## src/rtl/pic_irq_ctrl_n.sv

```systemverilog
// Priority interrupt controller: edge/level capture, masking, fully-nested
// priority with rotation, auto-EOI and a two-pulse INTA vector handshake.
module pic_irq_ctrl_n #(
  parameter int NUM_IRQ = 8,
  parameter int VEC_W   = 8
) (
  input  logic               clk,
  input  logic               rst_n,
  input  logic [NUM_IRQ-1:0] irq_in,
  input  logic               wr_en,
  input  logic               rd_en,
  input  logic [1:0]         addr,
  input  logic [31:0]        wr_data,
  output logic [31:0]        rd_data,
  output logic               int_out,
  input  logic               inta_n,
  output logic [VEC_W-1:0]   vector_out,
  output logic               vector_valid
);
  localparam int IDX_W = $clog2(NUM_IRQ);
  localparam logic [IDX_W-1:0] LOW_RST = IDX_W'(NUM_IRQ - 1);

  typedef enum logic [1:0] {IDLE, ACK1, WAIT2, ACK2} state_t;

  typedef struct packed {
    logic             found;
    logic [IDX_W-1:0] idx;
    logic [IDX_W:0]   rank;
  } pick_t;

  // Rank 0 is channel (low+1) mod NUM_IRQ; scanning from the weakest rank
  // upward lets the last hit be the strongest.
  function automatic pick_t pick_highest(input logic [NUM_IRQ-1:0] vec,
                                         input logic [IDX_W-1:0]   low);
    pick_t            p;
    int               pos;
    logic [IDX_W-1:0] pi;
    p = '0;
    for (int k = NUM_IRQ; k >= 1; k--) begin
      pos = (int'(low) + k) % NUM_IRQ;
      pi  = IDX_W'(pos);
      if (vec[pi]) begin
        p.found = 1'b1;
        p.idx   = pi;
        p.rank  = (IDX_W+1)'(k - 1);
      end
    end
    return p;
  endfunction

  logic [NUM_IRQ-1:0] irr_q, irr_d, isr_q, isr_d, imr_q, imr_d;
  logic [NUM_IRQ-1:0] irq_prev_q, irq_prev_d;
  logic               ltim_q, ltim_d, aeoi_q, aeoi_d, rot_q, rot_d;
  logic [VEC_W-1:0]   base_q, base_d;
  logic [IDX_W-1:0]   lowest_q, lowest_d, win_q, win_d;
  logic               spur_q, spur_d;
  state_t             state_q, state_d;
  logic               inta_prev_q, inta_prev_d;
  logic               int_out_q, int_out_d;
  logic [VEC_W-1:0]   vector_out_q, vector_out_d;
  logic               vector_valid_q, vector_valid_d;
  logic [31:0]        rd_data_q, rd_data_d;

  logic [NUM_IRQ-1:0] isr_set, isr_clr, irr_clr, rise;
  logic               fall, int_req;
  pick_t              cand, isrp;
  logic               unused_wr_bits;

  assign unused_wr_bits = ^wr_data;

  assign cand    = pick_highest(irr_q & ~imr_q, lowest_q);
  assign isrp    = pick_highest(isr_q, lowest_q);
  assign int_req = cand.found && (!isrp.found || (cand.rank < isrp.rank));
  assign rise    = irq_in & ~irq_prev_q;
  assign fall    = inta_prev_q & ~inta_n;

  always_comb begin
    irr_d          = irr_q;
    isr_d          = isr_q;
    imr_d          = imr_q;
    ltim_d         = ltim_q;
    aeoi_d         = aeoi_q;
    rot_d          = rot_q;
    base_d         = base_q;
    lowest_d       = lowest_q;
    win_d          = win_q;
    spur_d         = spur_q;
    state_d        = state_q;
    vector_out_d   = vector_out_q;
    vector_valid_d = vector_valid_q;
    rd_data_d      = rd_data_q;
    irq_prev_d     = irq_in;
    inta_prev_d    = inta_n;
    int_out_d      = int_req;
    isr_set        = '0;
    isr_clr        = '0;
    irr_clr        = '0;

    case (state_q)
      IDLE: if (fall) begin
        state_d   = ACK1;
        int_out_d = 1'b0;
        if (cand.found) begin
          win_d             = cand.idx;
          spur_d            = 1'b0;
          isr_set[cand.idx] = 1'b1;
          irr_clr[cand.idx] = 1'b1;
        end else begin
          win_d  = LOW_RST;
          spur_d = 1'b1;
        end
      end
      ACK1: if (inta_n) state_d = WAIT2;
      WAIT2: if (fall) begin
        state_d        = ACK2;
        vector_out_d   = base_q + VEC_W'(win_q);
        vector_valid_d = 1'b1;
      end
      ACK2: if (inta_n) begin
        state_d        = IDLE;
        vector_valid_d = 1'b0;
        if (aeoi_q && !spur_q) begin
          isr_clr[win_q] = 1'b1;
          if (rot_q) lowest_d = win_q;
        end
      end else begin
        vector_valid_d = 1'b1;
      end
      default: state_d = IDLE;
    endcase

    if (wr_en) begin
      case (addr)
        2'd1: imr_d = wr_data[NUM_IRQ-1:0];
        2'd2: begin
          if (wr_data[7]) begin
            isr_clr[wr_data[IDX_W-1:0]] = 1'b1;
            if (rot_q) lowest_d = wr_data[IDX_W-1:0];
          end else if (wr_data[6]) begin
            lowest_d = wr_data[IDX_W-1:0];
          end else if (isrp.found) begin
            isr_clr[isrp.idx] = 1'b1;
            if (rot_q) lowest_d = isrp.idx;
          end
        end
        default: ;
      endcase
    end

    // Set beats clear on ISR; a fresh edge beats the INTA clear on IRR.
    isr_d = (isr_q & ~isr_clr) | isr_set;
    if (ltim_q) irr_d = irq_in;
    else        irr_d = (irr_q & ~irr_clr) | rise;

    if (wr_en && (addr == 2'd0)) begin
      ltim_d         = wr_data[0];
      aeoi_d         = wr_data[1];
      rot_d          = wr_data[2];
      base_d         = wr_data[8 +: VEC_W];
      irr_d          = '0;
      isr_d          = '0;
      imr_d          = '0;
      lowest_d       = LOW_RST;
      state_d        = IDLE;
      vector_valid_d = 1'b0;
      int_out_d      = 1'b0;
    end

    if (rd_en) begin
      rd_data_d = '0;
      case (addr)
        2'd0: begin
          rd_data_d[0]          = ltim_q;
          rd_data_d[1]          = aeoi_q;
          rd_data_d[2]          = rot_q;
          rd_data_d[8 +: VEC_W] = base_q;
        end
        2'd1:    rd_data_d[NUM_IRQ-1:0] = imr_q;
        2'd2:    rd_data_d[NUM_IRQ-1:0] = irr_q;
        default: rd_data_d[NUM_IRQ-1:0] = isr_q;
      endcase
    end
  end

  always_ff @(posedge clk or negedge rst_n) begin
    if (!rst_n) begin
      irr_q          <= '0;
      isr_q          <= '0;
      imr_q          <= '0;
      irq_prev_q     <= '0;
      ltim_q         <= 1'b0;
      aeoi_q         <= 1'b0;
      rot_q          <= 1'b0;
      base_q         <= '0;
      lowest_q       <= LOW_RST;
      win_q          <= '0;
      spur_q         <= 1'b0;
      state_q        <= IDLE;
      inta_prev_q    <= 1'b1;
      int_out_q      <= 1'b0;
      vector_out_q   <= '0;
      vector_valid_q <= 1'b0;
      rd_data_q      <= '0;
    end else begin
      irr_q          <= irr_d;
      isr_q          <= isr_d;
      imr_q          <= imr_d;
      irq_prev_q     <= irq_prev_d;
      ltim_q         <= ltim_d;
      aeoi_q         <= aeoi_d;
      rot_q          <= rot_d;
      base_q         <= base_d;
      lowest_q       <= lowest_d;
      win_q          <= win_d;
      spur_q         <= spur_d;
      state_q        <= state_d;
      inta_prev_q    <= inta_prev_d;
      int_out_q      <= int_out_d;
      vector_out_q   <= vector_out_d;
      vector_valid_q <= vector_valid_d;
      rd_data_q      <= rd_data_d;
    end
  end

  assign rd_data      = rd_data_q;
  assign int_out      = int_out_q;
  assign vector_out   = vector_out_q;
  assign vector_valid = vector_valid_q;

endmodule

```

## config.mk

```make
export PLATFORM = sky130hd
export DESIGN_NAME = pic_irq_ctrl_n
export DESIGN_NICKNAME = d
export VERILOG_FILES = /design/src/rtl/pic_irq_ctrl_n.sv
export SDC_FILE = /design/constraint.sdc
export NUM_CORES = 1
export LEC_CHECK = 0
export ABC_AREA = 1
export BUFFER_PORTS_ARGS = -buffer_cell sky130_fd_sc_hd__buf_2
export CAP_MARGIN = 20
export CORE_ASPECT_RATIO = 2
export CORE_MARGIN = 3
export CORE_UTILIZATION = 51
export CTS_BUF_LIST = sky130_fd_sc_hd__clkbuf_4
export DETAILED_ROUTE_END_ITERATION = 10
export PLACE_DENSITY = 0.73
export SLEW_MARGIN = 30
export SYNTH_ARGS = -nofsm -noshare
export SYNTH_HDL_FRONTEND = slang
export SYNTH_SLANG_ARGS = --single-unit
```

## constraint.sdc

```tcl
create_clock -name clk -period 3.1 [get_ports clk]
set_input_delay 0.465 -clock clk [delete_from_list [all_inputs] [get_ports clk]]
set_output_delay 0.465 -clock clk [all_outputs]
set_load 0.05 [all_outputs]
```

== After elaboration in Yosys (flattened, before gate mapping) ==
Index checks and enable logic that the tools add are counted.

* Muxes and demuxes: 103
* $lt $le $gt $ge: 17
* $add $sub $neg: 9
* Bitwise logic cells: 14
* Eq/ne operators: 9
* Reduce and logical (&&, ||, !) cells: 20

{| class="wikitable"
|+ Operator list
! operator !! count
|-
| $mux W8 || 34
|-
| $bmux W1 S3 || 16
|-
| $lt A3 B4 Y1 const B || 12
|-
| $mux W3 || 13
|-
| $and A8 B8 Y8 || 4
|-
| $not A8 Y8 || 4
|-
| $or A8 B8 Y8 || 4
|-
| $mux W1 || 27
|-
| $pmux W5 S3 || 1
|-
| $add A3 B3 Y3 const B || 4
|-
| $demux W1 S3 || 4
|-
| $ge A3 B1 Y1 const B || 4
|-
| $ne A3 B3 Y1 const B || 4
|-
| $mux W2 || 5
|-
| $pmux W3 S3 || 1
|-
| $add A8 B3 Y8 || 1
|-
| $pmux W2 S4 || 1
|-
| $reduce_and A2 Y1 || 4
|-
| $logic_and A1 B1 Y1 || 7
|-
| $add A3 B1 Y3 const B || 2
|-
| $add A3 B2 Y3 const B || 2
|-
| $eq A2 B2 Y1 const B || 3
|-
| $eq A2 B1 Y1 const B || 2
|-
| $logic_not A2 Y1 || 2
|-
| 9 further kinds || 11
|}

* Output and inout port bits: 42
* Bits of input ports: 47
* Register bits: 79
* Word-level logic and storage cells: 189

== Longest topological paths before layout ==
* Depth in word-level cells: 25
* Mapped depth: 24
* Mapped depth without buffers: 23

== Least setup slack after synthesis ==
Ideal clock, no wire load.

* Path type: register -> register
* Start point: register lowest_q[1]
* End point: register int_out_q (netlist: int_out)
* Arrival time: 2612 ps
* Setup slack: 410 ps
* Cell stages (with the launch flop): 18
* Buffers on the path: 2
* Cell sequence: dfstp_2 > inv_2 > buf_2 > ha_1 > inv_1 > buf_2 > nand2_1 > nand3_1 > nand2_1 > nor2_1 > o21ai_0 > a311oi_1 > ha_1 > nand2_1 > nand2_1 > nand2_1 > nand2_1 > a21oi_1

* Cells in the longest elaborated chain, start to end: 17

{| class="wikitable"
|+ RTL lines
! item !! RTL line !! text
|-
| start: declaration || 55 || <nowiki>logic [IDX_W-1:0] lowest_q, lowest_d, win_q, win_d;</nowiki>
|-
| start signal: assignment || 213 || <nowiki>lowest_q <= lowest_d;</nowiki>
|-
| $add A3 B1 Y3 || 40 || <nowiki>pos = (int'(low) + k) % NUM_IRQ;</nowiki>
|-
| $bmux W1 S3 || 42 || <nowiki>if (vec[pi]) begin</nowiki>
|-
| $mux W1 (implied by the code) || 42 ||
|-
| $mux W8 (8 in series) || 42 ||
|-
| $lt A4 B4 Y1 or $logic_not A1 Y1 (tied branches) || 73 || <nowiki>assign int_req = cand.found && (!isrp.found || (cand.rank < isrp.rank));</nowiki>
|-
| $logic_or A1 B1 Y1 || 73 ||
|-
| $logic_and A1 B1 Y1 (*) || 73 ||
|-
| $mux W1 || 100 || <nowiki>IDLE: if (fall) begin</nowiki>
|-
| $mux W1 (*) || 99 || <nowiki>case (state_q)</nowiki>
|-
| $mux W1 (*) || 155 || <nowiki>if (wr_en && (addr == 2'd0)) begin</nowiki>
|-
| named net int_out_d || 59 || <nowiki>logic int_out_q, int_out_d;</nowiki>
|-
| end signal: assignment || 218 || <nowiki>int_out_q <= int_out_d;</nowiki>
|-
| end: declaration || 59 ||
|}

The timed path passes the listed nets; every way through them passes the cells marked *. The select of a mux whose other input is x is not followed.
A chain may end at the register's enable or synchronous reset.

== Worst setup path after layout ==
* Start point: register lowest_q[0]
* End point: register int_out_q (netlist: int_out)

Same word-level chain as after synthesis.

==> impl_metrics.env <==
export IMPL_dp_hpwl_um=12600
export IMPL_reg2regPathDepth=15
export IMPL_p_sw_mw=3.027
export IMPL_grt_pass1_wl_um=24770
export IMPL_p_sw_frac=0.5467
export IMPL_finalCriticalPeriod_ps=2838
export IMPL_synth_cells=811
export IMPL_cts_max_level=3
export IMPL_hold_viol_final=0
export IMPL_critPathCaptureType="flip-flop"
export IMPL_p_int_mw=2.510
export IMPL_cts_buffers=9
export IMPL_maxCapViolCount=0
export IMPL_overflow=0
export IMPL_post_route_period_util=0.9156
export IMPL_pwr_share_comb=0.612
export IMPL_rsz0062_at_grt="no"
export IMPL_portBuffers=56
export IMPL_path_class="reg -> reg"
export IMPL_relSlewSlack=0.5208
export IMPL_first_pass_iters=5
export IMPL_die_w_um=78.71
export IMPL_hold_class="in -> async"
export IMPL_ys_types=39
export IMPL_p_leak_nw=3.274
export IMPL_synthArstFlopShare=1.000
export IMPL_fp_dieArea_um2=11920
export IMPL_worstPathRequired_ps=3470
export IMPL_n_fill_cell=1050
export IMPL_ys_flop_type="dfrtp_1"
export IMPL_mostFrequentLayoutCell="nand2_1"
export IMPL_drc=0
export IMPL_coreArea_um2=10210
export IMPL_fin_util=0.5817
export IMPL_area_delta_synth_final_pct=10.19
export IMPL_pwr_share_clk=0.113
export IMPL_wl_um=15700
export IMPL_outcome="finished clean"
export IMPL_cts_max_path_buffers=2
export IMPL_cts_tree="done"
export IMPL_gp_congestion=0.9645
export IMPL_grt_max_degree=80
export IMPL_cp_max_fo=21
export IMPL_clock_latency_ps=450
export IMPL_antenna_left=0
export IMPL_num_io_pins=89
export IMPL_initial_core_util=0.5279
export IMPL_fmax_ghz=0.3523
export IMPL_synth_warnings=0
export IMPL_cts_sinks=79
export IMPL_layout_common_cells="nand2_1, inv_1, dfrtp_1, nand3_1, buf_2"
export IMPL_powerDensity_nw_per_um2=931.9
export IMPL_synth_edff_count=0
export IMPL_seqCellArea_um2=1982
export IMPL_fin_tns_setup_ps=0
export IMPL_drv_slew=0
export IMPL_vias=5390
export IMPL_wl_per_cell_um=15.57
export IMPL_finClkSkew_ps=17.82
export IMPL_root_buffer="clkbuf_4"
export IMPL_viasPerCell=5.347
export IMPL_worst_slew_pin_slew_ps=718.9
export IMPL_ir_worst_vdd_v=0.0007043
export IMPL_grtUsageTotal=0.2725
export IMPL_arrival_ps=3210
export IMPL_final_setup_viol_count=0
export IMPL_synth_seq_area_share=0.3675
export IMPL_drive_above_1_share=0.1399
export IMPL_rr_startpoint="lowest_q[0]$_DFF_PN1_"
export IMPL_post_cts_setup_buffers=0
export IMPL_crit_start="lowest_q[0]$_DFF_PN1_"
export IMPL_die_h_um=151.4
export IMPL_placementRows=52
export IMPL_multi_input_area_um2=2826
export IMPL_startpoint_type="flip-flop"
export IMPL_p_seq_frac=0.275
export IMPL_antenna_found_initial=1
export IMPL_nets=927
export IMPL_syn_cell_area_um2=5393
export IMPL_drt_iter0_drc=240
export IMPL_avgSynthCellArea_um2=6.649
export IMPL_path_clk_slew_ps=160
export IMPL_synth_seq_cells=79
export IMPL_grt_pass1_vias=5102
## final timing paths
path,endpoint,slack [ps]
setup / recovery,int_out$_DFF_PN0_,260
hold / removal,rd_data[13]$_DFFE_PN0P_,20
setup reg to reg,int_out$_DFF_PN0_,260
hold reg to reg,vector_out[0]$_DFFE_PN0P_,490
max in group asynchronous,vector_out[6]$_DFFE_PN0P_,2570
min in group clk,irq_prev_q[4]$_DFF_PN0_,120
## synthesized netlist by cell type, types with 11 or more instances
master | n | area share
a21oi_1 | 52 | 0.048
buf_4 | 18 | 0.025
clkbuf_1 | 15 | 0.010
dfrtp_1 | 75 | 0.35
ha_1 | 12 | 0.028
inv_1 | 97 | 0.068
inv_2 | 14 | 0.0097
nand2_1 | 282 | 0.20
nand3_1 | 71 | 0.066
nor2_1 | 45 | 0.031
o21ai_0 | 49 | 0.045
o21ai_1 | 11 | 0.010
## logic make-up after synthesis
logic type / count (synthesis) / synth area share
compound gates: 143 / 0.1478
xor+xnor: 4 / 0.009978
fa+ha+maj: 13 / 0.03155
buf+inv: 151 / 0.1213
flops: 79 / 0.3675
other cells: 1 / 0.0006954
simple gates: 420 / 0.3211
## worst max-delay path, stage by stage, from the launching register on
cell      delay, ps
dfstp_2         590
buf_12          160
ha_1            240
xor2_4          220
inv_2            90
nand3_1         120
nand2_1         130
nor2_2          160
o21ai_0         130
a311oi_2        320
ha_1            290
nand2_1          60
nand2_1          40
nand2_1          50
nand2_1          40
a21oi_1         120
## power groups by stage
stage                     clock network [mW]  logic, mW  registers [mW]
final                                  0.626       3.39            1.52
after global placement                     0       3.27            1.53
after global routing                   0.676       3.82            1.55
after detailed placement                   0       3.33            1.54
after floorplan                            0       2.28            1.75
after CTS                              0.635       3.34            1.52
## per-stage QoR
stage	power (mW)	instances	area [µm²]	hold slack, ps	setup WS, ps
6_report	5.537	1008	5942	19.43	261.7
5_1_grt	6.044	1008	5942	52.10	20.45
4_1_cts	5.490	1007	5919	102.2	97.20
3_5_place_dp	4.866	991	5777	460.5	119.8
3_3_place_gp	4.798	991	5777	452.2	160.5
2_1_floorplan	4.030	826	5449	169.4	410.5
## metal layers
metal / vias up / part of all wire / GRT usage
li1: 2677 / - / -
met4: 0 / 0.071 / 0.1848
met5: - / 0 / 0
met1: 2450 / 0.34 / 0.2743
met3: 58 / 0.040 / 0.02619
met2: 205 / 0.54 / 0.5149
## cell type report
class / instances / share of cell area
clock inverter: 7 / 0.01263
antenna: 1 / 0.0004211
tap: 135 / 0.02843
timing repair buffer: 69 / 0.06675
sequential: 79 / 0.3335
inverter: 112 / 0.07117
multi-input combinational: 596 / 0.4757
clock buffer: 9 / 0.01137
## state kept, by name (all words and copies together) (netlist names), 2 cells and up
signal      count
irr_q           8
irq_prev_q      8
state_q         2
imr_q           8
vector_out      8
base_q          8
win_q           3
isr_q           8
lowest_q        3
rd_data        16
## repair_timing
item                       CTS  global route
hold buffers                 0             0
gates resized for setup      0             5
setup endpoints to repair    0            14
Power figures use the tool's default switching activity.
